[src/rtl/vgc_bram_arb.sv]
// vgc_bram_arb: shares the VGC blockram read port between a fixed-latency renderer and a handshaked requester
// Ports:
//   clk_logic, system_reset_n        54 MHz clock, synchronous active-low reset
//   active_i / bram_active_o         SHR mode request / aux BRAM routed to VGC (held through drain)
//   bram_rd_o, bram_addr_o           registered read strobe and address to BRAM
//   bram_data_i                      BRAM read data, valid BRAM_LATENCY cycles after the strobe
//   p0_rd_i, p0_addr_i               port 0 fire-and-forget read, highest priority, never stalled
//   p0_data_o, p0_valid_o            port 0 return data and strobe
//   p1_rd_i, p1_addr_i, p1_gnt_o     port 1 level request, address and combinational grant
//   p1_data_o, p1_valid_o            port 1 return data and strobe
//   p0_drop_o                        sticky: port 0 read arrived while not ACTIVE
// Optional: define VGC_BRAM_ARB_STATS_EN to add stats_clr_i, p1_wait_cnt_o, p1_max_wait_o.
module vgc_bram_arb #(
    parameter int BRAM_LATENCY = 1,
    parameter int ADDR_W = 13
) (
    input  logic              clk_logic,
    input  logic              system_reset_n,
`ifdef VGC_BRAM_ARB_STATS_EN
    input  logic              stats_clr_i,
    output logic [15:0]       p1_wait_cnt_o,
    output logic [15:0]       p1_max_wait_o,
`endif
    input  logic              active_i,
    output logic              bram_active_o,
    output logic              bram_rd_o,
    output logic [ADDR_W-1:0] bram_addr_o,
    input  logic [31:0]       bram_data_i,
    input  logic              p0_rd_i,
    input  logic [ADDR_W-1:0] p0_addr_i,
    output logic [31:0]       p0_data_o,
    output logic              p0_valid_o,
    input  logic              p1_rd_i,
    input  logic [ADDR_W-1:0] p1_addr_i,
    output logic              p1_gnt_o,
    output logic [31:0]       p1_data_o,
    output logic              p1_valid_o,
    output logic              p0_drop_o
);
    typedef enum logic [1:0] {IDLE, ACTIVE, DRAIN} state_e;
    state_e state_q, state_d;
    logic act, p0_acc, p1_acc;
    logic rd_q, rd_d;
    logic [ADDR_W-1:0] addr_q, addr_d;
    // Tag pipeline: tv = read in flight, tp = owner (1 = port 1); the last stage lines up with bram_data_i
    logic [BRAM_LATENCY:0] tv_q, tv_d, tp_q, tp_d;
    logic [31:0] p0_data_q, p0_data_d, p1_data_q, p1_data_d;
    logic p0_valid_q, p0_valid_d, p1_valid_q, p1_valid_d, drop_q, drop_d;
    always_comb begin
        act = state_q == ACTIVE;
        p0_acc = act && p0_rd_i;
        p1_acc = act && !p0_rd_i && p1_rd_i;
        // Drain keeps the routing held until every in-flight tag has left the pipeline
        state_d = active_i ? ACTIVE : (act || (state_q == DRAIN && |tv_q)) ? DRAIN : IDLE;
        rd_d = p0_acc || p1_acc;
        addr_d = p0_acc ? p0_addr_i : p1_acc ? p1_addr_i : addr_q;
        tv_d = {tv_q[BRAM_LATENCY-1:0], rd_d};
        tp_d = {tp_q[BRAM_LATENCY-1:0], p1_acc};
        p0_valid_d = tv_q[BRAM_LATENCY] && !tp_q[BRAM_LATENCY];
        p1_valid_d = tv_q[BRAM_LATENCY] && tp_q[BRAM_LATENCY];
        p0_data_d = p0_valid_d ? bram_data_i : p0_data_q;
        p1_data_d = p1_valid_d ? bram_data_i : p1_data_q;
        drop_d = drop_q || (p0_rd_i && !act);
    end
    always_ff @(posedge clk_logic) begin
        if (!system_reset_n) begin
            state_q <= IDLE;
            rd_q <= 1'b0;
            addr_q <= '0;
            tv_q <= '0;
            tp_q <= '0;
            p0_data_q <= '0;
            p1_data_q <= '0;
            p0_valid_q <= 1'b0;
            p1_valid_q <= 1'b0;
            drop_q <= 1'b0;
        end else begin
            state_q <= state_d;
            rd_q <= rd_d;
            addr_q <= addr_d;
            tv_q <= tv_d;
            tp_q <= tp_d;
            p0_data_q <= p0_data_d;
            p1_data_q <= p1_data_d;
            p0_valid_q <= p0_valid_d;
            p1_valid_q <= p1_valid_d;
            drop_q <= drop_d;
        end
    end
    assign bram_active_o = state_q != IDLE;
    assign bram_rd_o = rd_q;
    assign bram_addr_o = addr_q;
    assign p0_data_o = p0_data_q;
    assign p0_valid_o = p0_valid_q;
    assign p1_data_o = p1_data_q;
    assign p1_valid_o = p1_valid_q;
    assign p1_gnt_o = p1_acc;
    assign p0_drop_o = drop_q;
`ifdef VGC_BRAM_ARB_STATS_EN
    logic p1_wait;
    logic [15:0] wcnt_q, wcnt_d, wmax_q, wmax_d, wcur_q, wcur_d;
    always_comb begin
        p1_wait = act && p1_rd_i && p0_rd_i;
        wcnt_d = stats_clr_i ? 16'd0 : (p1_wait && wcnt_q != 16'hFFFF) ? wcnt_q + 16'd1 : wcnt_q;
        // wcur is the length of the current uninterrupted wait; it restarts once the wait ends
        wcur_d = (stats_clr_i || !p1_wait) ? 16'd0 : (wcur_q != 16'hFFFF) ? wcur_q + 16'd1 : wcur_q;
        wmax_d = stats_clr_i ? 16'd0 : (wcur_d > wmax_q) ? wcur_d : wmax_q;
    end
    always_ff @(posedge clk_logic) begin
        if (!system_reset_n) begin
            wcnt_q <= '0;
            wcur_q <= '0;
            wmax_q <= '0;
        end else begin
            wcnt_q <= wcnt_d;
            wcur_q <= wcur_d;
            wmax_q <= wmax_d;
        end
    end
    assign p1_wait_cnt_o = wcnt_q;
    assign p1_max_wait_o = wmax_q;
`endif
endmodule

[config.mk]
export PLATFORM = sky130hd
export DESIGN_NAME = vgc_bram_arb
export DESIGN_NICKNAME = d
export VERILOG_FILES = /design/src/rtl/vgc_bram_arb.sv
export SDC_FILE = /design/constraint.sdc
export NUM_CORES = 1
export LEC_CHECK = 0
export BUFFER_PORTS_ARGS = -buffer_cell sky130_fd_sc_hd__buf_2
export CAP_MARGIN = 0
export CORE_AREA = 4 4 94 96
export DETAILED_ROUTE_END_ITERATION = 10
export DIE_AREA = 0 0 98 100
export PLACE_DENSITY_LB_ADDON = 0.08
export SLEW_MARGIN = 20
export SYNTH_ARGS = -nofsm -noshare
export SYNTH_HDL_FRONTEND = slang
export SYNTH_SLANG_ARGS = --single-unit
[constraint.sdc]
create_clock -name clk_logic -period 1.2 [get_ports clk_logic]
set_clock_uncertainty 0.05 [all_clocks]
set_input_delay 0.12 -clock clk_logic [delete_from_list [all_inputs] [get_ports clk_logic]]
set_output_delay 0.12 -clock clk_logic [all_outputs]
set_load 0.05 [all_outputs]
# Word-level counts from Yosys, hierarchy flattened
# Index checks and enable logic that the tools add are counted.
# totals
register_bits	87
input_bits	63
output_inout_bits	83
wordCells	35
# classes
eq_ne	2
n_mux	4
bitwise	1
n_reduce_logical	17
# ops
cell	count
13-bit two-way mux	2
1-bit logical AND	7
2-bit nonzero test	2
2-bit OR reduction	2
1-bit zero test	3
1-bit logical OR	3
2-bit by 1-bit == test with 1-bit output, second input constant	1
2-bit == test, second input constant	1
2-bit two-way mux	1
1-bit two-way mux	1
1-bit NOT	1

# Depth between registers and ports, before layout
# Gate-level depths: netlist of the first run.
# depth
word_depth	5
ltp_mapped	5
ltp_nobuf	3

# Least setup slack after synthesis of the first run
# Ideal clock, no wire load.
# synth_timing
path_kind	flip-flop to output port
from	reg state_q[0]
to	out p1_gnt_o
path_stages_with_launch	4
arrival_time_ps	1264
t_required_ps	1030
slack_ps	-234
path_buffers	1
path_cell_list	dfxtp_1 -> nor2b_1 -> buf_2 -> and2_1
# synth_between
elab_chain_cells	3
# synth_rtl
element	line_no	text
start, declared	41	state_e state_q, state_d;
start signal, assigned	78	state_q <= state_d;
2-bit by 1-bit == test with 1-bit output	50	act = state_q == ACTIVE;
1-bit logical AND (2 in series)	52	p1_acc = act && !p0_rd_i && p1_rd_i;
end, declared	35	output logic p1_gnt_o,
# No other way between the ends.

# Worst setup path in the final report of the first run
# Same ends and word-level chain as after synthesis.

==> results of run 1 <==
==> cells by family after synthesis <==
kind of cell           synth area share [%]
DFF                                    52.3
buffers and inverters                  4.41
and+or+nand+nor                        21.0
muxes                                  3.04
AOI/OAI and AO/OA                      19.3
==> metrics by stage <==
step                instances  hold slack, ps  total power, mW  cell area (um^2)
floorplan                 372             192             3.39              3300
global placement          614             301             3.63              4220
detailed placement        614             301             3.63              4220
CTS                       663            17.9             5.70              4790
global route              666            37.4             5.88              4880
finish                    666            42.0             5.65              4880
==> per-layer routing <==
layer | vias to the layer above | routed length [um] | share of wire (%)
li1 | 1592 | - | -
met1 | 1418 | 3880 | 44
met3 | 5 | 696 | 7.9
met5 | - | 0 | 0
met2 | 96 | 4160 | 47
met4 | 0 | 55 | 0.63
==> registers in the layout, indices dropped and copies added, names as in the netlist <==
signal	count
p0_data_o	32
p1_data_o	32
bram_addr_o	13
state_q	2
tp_q	2
tv_q	2
p0_drop_o	1
p0_valid_o	1
p1_valid_o	1
==> what timing repair did <==
action | in CTS | in global routing
pin swaps | 1 | 3
hold buffers | 34 | 0
gates resized for setup | 12 | 19
gates cloned | 0 | 3
buffers inserted | 1 | 1
endpoints found under the setup margin | 3 | 66
hold endpoints to repair | 67 | 0
==> worst max-delay path by stage <==
stage | slack, ps | from | to | cells after the start
after detailed placement | 10 | tv_q[1] | p0_data_o[24] | 4
after floorplan | 50 | state_q[0] | p1_gnt_o | 3
after global routing | -150 | state_q[0] | p1_gnt_o | 3
after CTS | -110 | state_q[0] | p1_gnt_o | 3
after global placement | 80 | tp_q[1] | p0_data_o[18] | 4
final | -90 | state_q[0] | p1_gnt_o | 3
==> Yosys cell counts <==
library cell / instances / area share, %
nor2b_1: 4 / 0.76
buf_1: 2 / 0.23
and3_1: 3 / 0.57
a22oi_1: 1 / 0.23
a21boi_0: 64 / 15
mux2i_1: 10 / 3.0
nand3_1: 10 / 1.5
and2_1: 6 / 1.1
dfxtp_1: 86 / 52
buf_4: 3 / 0.68
and3b_1: 2 / 0.53
clkbuf_1: 13 / 1.5
o211a_1: 10 / 3.0
o211ai_1: 1 / 0.23
buf_2: 8 / 1.2
buf_6: 2 / 0.68
inv_1: 1 / 0.11
or2_2: 1 / 0.19
a21oi_1: 4 / 0.61
nand2b_1: 3 / 0.57
or2_4: 1 / 0.27
and2_4: 1 / 0.27
o22ai_1: 3 / 0.57
nand2_1: 133 / 15
==> worst register-to-register path, stage by stage, from the launching register on <==
cell	delay, ps
dfxtp_2	340
nor2b_4	130
buf_4	140
and2_4	180
o211a_1	210
==> area by class of cell <==
class                   count  area, um^2
fillers                   735        3170
flip-flops and latches     86        1730
multi-input cells         258        1470
repair buffers            202        1350
clock buffers              10         138
well taps                 105         131
clock inverters             4        48.8
inverters                   1        3.75
==> where the power goes <==
group	leakage [nW]	total, mW	internal, mW	switching [mW]
Combinational	1.49	0.737	0.332	0.405
Clock	0.0980	1.98	0.994	0.982
Sequential	0.698	2.93	2.90	0.0291
Total	2.28	5.65	4.23	1.42
==> metrics.md, run 1 <==
| Metric | Value |
|---|---|
| Input/output buffers | `around 150` |
| CTS tree | `built` |
| Die width | `98 um` |
| Sequential element share of the synthesized area | `between 50% and 60%` |
| Routed wire per std cell | `approximately 13 um` |
| Failing checks | `setup timing` |
| Place WS | `~12 ps` |
| Die ar. | `just under 10000 um^2` |
| Hold_sp | `p1_addr_i[10]` |
| Hold EP | `bram_addr_o[10]` |
| R2R Setup Slk | `about 40 ps` |
| Critical path data arrival time | `1120 ps` |
| Most frequent cells in the layout | `144 x buf_2, 132 x nand2_1, 82 x dfxtp_1` |
| RSZ-0062 raised after global routing | `yes` |
| Setup TNS Final | `-170 ps` |
| Post-Syn Area | `roughly 3300 um^2` |
| CP max-delay cell | `dfxtp_2` |
| Syn Nets | `between 400 and 500` |
| Fmax | `about 0.77 GHz` |
| CP startpoint kind | `register` |
| CTS root buf | `clkbuf_8` |
| Mapped Avg Cell Area | `between 8 and 9 um^2` |
| Ant. Diodes | `0` |
| Tightest Hold Check Type | `input pin to register` |
| Initial Utilization | `roughly two fifths` |
| Reg2reg end | `bram_addr_o[3]` |
| Final worst-path cycle share | `108%` |
| CTS sink cnt | `86` |
| Power Density | `approximately 1200 nW/um^2` |
| DR vias/cell | `between 4 and 5` |
| DRT Wirelength | `8790 um` |
| Num CTS Buffers | `9` |
| GRT busiest layer | `met2` |
| Critical path peak fanout | `4` |
| Met3 GRT Util | `under 10%` |
| GPL Wtd Cong | `slightly above 0.7` |
| Iteration-0 DRC Markers | `64` |
| Setup violations, final | `2` |
| Layout net count | `just over 600` |
| Largest net degree at the start of global routing | `27` |
| Most common cell after layout, fill and taps aside | `buf_2` |
| Fin crit period | `1290 ps` |
| Cell family with most CP delay | `flip-flops` |
| DR DRC count | `0` |
| Critical-path cell list | `nor2b_4 > and2_4 > buf_8` |
| Synth Instances | `about 370` |
| Core ar. | `8050 um^2` |
| Boundary Pins | `between 100 and 150` |
| Worst-path clk slew | `roughly 80 ps` |
| H-tree depth | `3` |
| Total grt overflow | `0` |
| Antenna viol nets, final | `0` |
| TritonRoute pass-1 iters | `4` |
| Initial antenna violation count | `0` |
| Cell variety after synth | `24` |
| First-pass GRT wire length | `between 10000 and 15000 um` |
| Worst Tran Pin Value | `around 320 ps` |
| Max-slew violations | `0` |
| Number of global-route vias before repair | `slightly above 3k` |
| Final design utilization | `roughly 61%` |
| Vias | `a little over 3k` |
| Synthesis Warnings | `0` |
| Synth Register Bits | `between 80 and 90` |
| Hold Path Stages | `3` |
| Critical Path Max Stage Delay | `between 300 and 400 ps` |
| Crit. End Element | `output port` |
| CP bufs+invs | `1` |
| Setup ws final | `-92.1 ps` |
| Clock buffer depth | `2` |
| Pleak | `roughly 2.3 nW` |
| Worst r2r src | `state_q[0]` |
| Critical Path RT | `between 1000 and 1500 ps` |
| Status | `complete, but fails checks` |
| Met1 Usage GRT | `21.8%` |
| Max-Cap Viols | `0` |
| Cell Rows | `33` |
| Max_slew headroom | `between 70% and 80%` |
| Die height | `about 100 um` |
| Area growth syn-to-layout | `48.2%` |
| Worst IR Drop VDD | `between 0.5 and 0.6 mV` |
| Final Hold Violating Endpoints | `0` |
| DP HPWL | `between 6000 and 7000 um` |
| Share of layout cells above drive strength 1 | `between 30% and 40%` |
| GR Util All Layers | `roughly 18%` |
| Met2 Usage GRT | `a little under a third` |
| CP Class | `register to output port` |
| Worst skew pair latency | `roughly 340 ps` |
| R2R depth | `4` |
Note: power is estimated with default switching activity, not from simulation.
==> run 2: changes to the inputs <==
- CORE_AREA: 4 4 94 96 -> 4 4 92 94
- CTS_BUF_LIST: unset -> sky130_fd_sc_hd__clkbuf_2 sky130_fd_sc_hd__clkbuf_4 sky130_fd_sc_hd__clkbuf_8
- DIE_AREA: 0 0 98 100 -> 0 0 96 98
==> run 2 against run 1 <==
The flow still finishes with violations (setup timing). Highest routed layer unchanged. Critical path type unchanged. Final cell count rose by 0.15%. Global-route usage rose by 1.3 points. Critical endpoint is now bram_active_o. Largest power group unchanged. Sequential cell count did not move. First-iteration DRC count rose by 7.8%.
==> metrics.md, run 2 (synthesis results as in run 1) <==
| Metric | Value |
|---|---|
| Placed cells | `614 (unchanged)` |
| Die ar. | `9410 um^2 (was 9800 um^2)` |
| Layout net count | `623 (was 621)` |
| Fillcell total | `708 (was 735)` |
| Final worst-path cycle share | `110% (was 108%)` |
| Worst IR Drop VDD | `0.586 mV (was 0.562 mV)` |
| Max-slew violations | `0 (unchanged)` |
| Iteration-0 DRC Markers | `69 (was 64)` |
| CP Class | `register to output port (unchanged)` |
| Initial antenna violation count | `0 (unchanged)` |
| Ant. Diodes | `0 (unchanged)` |
| Number of global-route vias before repair | `3175 (was 3116)` |
| Tightest Hold Check Type | `input pin to register (unchanged)` |
| DR DRC count | `0 (unchanged)` |
| Final Hold Violating Endpoints | `0 (unchanged)` |
| DR vias/cell | `4.72 (was 4.67)` |
| Worst skew pair latency | `340 ps (about the same)` |
| Failing checks | `setup timing (unchanged)` |
| Max-Cap Viols | `0 (unchanged)` |
| Power Density | `1150 nW/um^2 (was 1160 nW/um^2)` |
| Setup ws final | `-118 ps (was -92.1 ps)` |
| Most common cell after layout, fill and taps aside | `buf_2 (unchanged)` |
| Core ar. | `7650 um^2 (was 8050 um^2)` |
| GPL Wtd Cong | `0.751 (was 0.726)` |
| Input/output buffers | `145 (unchanged)` |
| Worst-path clk slew | `80 ps (about the same)` |
| Setup violations, final | `2 (unchanged)` |
| Largest net degree at the start of global routing | `24 (was 27)` |
| Worst r2r src | `state_q[0] (unchanged)` |
| CTS root buf | `clkbuf_8 (unchanged)` |
| CTS tree | `built (unchanged)` |
| Clock buffer depth | `2 (unchanged)` |
| Initial Utilization | `43.0% (was 40.9%)` |
| R2R depth | `4 (unchanged)` |
| CP startpoint kind | `register (unchanged)` |
| Fin crit period | `1320 ps (was 1290 ps)` |
| Reg2reg end | `bram_addr_o[5] (was bram_addr_o[3])` |
| Total grt overflow | `0 (unchanged)` |
| Pleak | `2.28 nW (about the same)` |
| Boundary Pins | `146 (unchanged)` |
| RSZ-0062 raised after global routing | `yes (unchanged)` |
| Antenna viol nets, final | `0 (unchanged)` |
| CTS sink cnt | `86 (unchanged)` |
| CP Launch Point | `state_q[0] (unchanged)` |
| Finished Layout Cells | `667 (was 666)` |
| First-pass GRT wire length | `14600 um (was 14500 um)` |
| Cell Rows | `32 (was 33)` |
| Critical path peak fanout | `2 (was 4)` |
| DP HPWL | `6090 um (was 6080 um)` |
| Most frequent cells in the layout | `142 x buf_2, 133 x nand2_1, 82 x dfxtp_1 (was 144 x buf_2, 132 x nand2_1, 82 x dfxtp_1)` |
| Setup TNS Final | `-200 ps (was -170 ps)` |
| TritonRoute pass-1 iters | `4 (unchanged)` |
| Critical Path RT | `1030 ps (about the same)` |
| Crit. End Element | `output port (unchanged)` |
| Vias | `3145 (was 3111)` |
| Status | `complete, but fails checks (unchanged)` |
| Die width | `96 um (was 98 um)` |
| Num CTS Buffers | `9 (unchanged)` |
| DRT Wirelength | `8890 um (was 8790 um)` |
| Fmax | `0.759 GHz (was 0.774 GHz)` |
| Multi-input logic area | `1460 um^2 (was 1470 um^2)` |
| Max_slew headroom | `73.8% (was 78.7%)` |
| Area growth syn-to-layout | `48.1% (was 48.2%)` |
| Die height | `98 um (was 100 um)` |
| Routed wire per std cell | `13.3 um (was 13.2 um)` |
| Place WS | `-23.7 ps (was 11.8 ps)` |
| Critical path data arrival time | `1150 ps (was 1120 ps)` |
| H-tree depth | `3 (unchanged)` |
| Crit path to | `bram_active_o (was p1_gnt_o)` |
| Worst Tran Pin Value | `393 ps (was 319 ps)` |
| Share of layout cells above drive strength 1 | `35.0% (was 35.1%)` |
| R2R Setup Slk | `60 ps (was 40 ps)` |
| GR Util All Layers | `19.3% (was 18.0%)` |
| FF+latch area | `1730 um^2 (about the same)` |
-- run 2: cell count changes in the layout (fill, tap and decap cells not counted), sizes merged --
cell | previous run | this run
buf | 167 | 169
clkbuf | 11 | 12
clkinvlp | 0 | 2
inv | 1 | 2
dlygate4sd3 | 34 | 35
and2 | 8 | 7
bufinv | 1 | 0
clkinv | 3 | 2
-- run 2: what timing repair did --
action / in CTS / in global routing
hold buffers: 35 / 0
pin swaps: 1 / 0
endpoints found under the setup margin: 5 / 60
hold endpoints to repair: 68 / 0
resized for setup: 14 / 12
buffers inserted: 2 / 0
-- run 2: worst min-delay path by stage --
stage                  start               to  slack (ps)  cells past startpoint
2_1_floorplan       active_i       state_q[0]         190                      1
3_3_place_gp        active_i       state_q[0]         310                      2
3_5_place_dp        active_i       state_q[0]         300                      2
4_1_cts        p1_addr_i[10]  bram_addr_o[10]          30                      3
5_1_grt        p1_addr_i[10]  bram_addr_o[10]          50                      3
6_report       p1_addr_i[10]  bram_addr_o[10]          50                      3
-- run 2: cell type report --
cell class / count / share of cell area [%]
inverter: 1 / 0.0770
timing repair buffer: 205 / 28.0
clock inverter: 5 / 0.847
clock buffer: 11 / 3.11
tap: 102 / 2.62
sequential: 86 / 35.5
multi-input combinational: 257 / 29.9
-- run 2: layer usage --
metal  up-vias  routed length [um]  share of wire [%]  global-route usage, %
met5         -                   0                  0                      0
met1      1441                3800                 43                   23.2
met2        90                4350                 49                   32.8
met4         0                 132                1.5                   6.78
li1       1603                   -                  -                      -
met3        11                 606                6.8                   5.08
-- run 2: critical path: stages (launching register included) --
cell     delay, ps
dfxtp_2        330
buf_6          110
or2_4          220
buf_8          150
-- run 2: through the flow --
stage          hold WS, ps  power [mW]  util (%)  instance area (um^2)
3_3_place_gp           306        3.63      55.4                  4230
2_1_floorplan          192        3.39         -                  3300
4_1_cts               26.3        5.67      63.2                  4840
3_5_place_dp           300        3.64      55.4                  4230
6_report              46.4        5.60      63.7                  4870
5_1_grt               53.1        5.86      63.7                  4870
-- run 2: report_power, final --
| part | switching, mW | leakage, nW | total, mW | internal [mW] |
|---|---|---|---|---|
| Sequential | 0.0294 | 0.698 | 2.93 | 2.91 |
| Combinational | 0.409 | 1.49 | 0.745 | 0.336 |
| Clock | 1.04 | 0.0922 | 1.92 | 0.880 |
| Total | 1.48 | 2.28 | 5.60 | 4.12 |
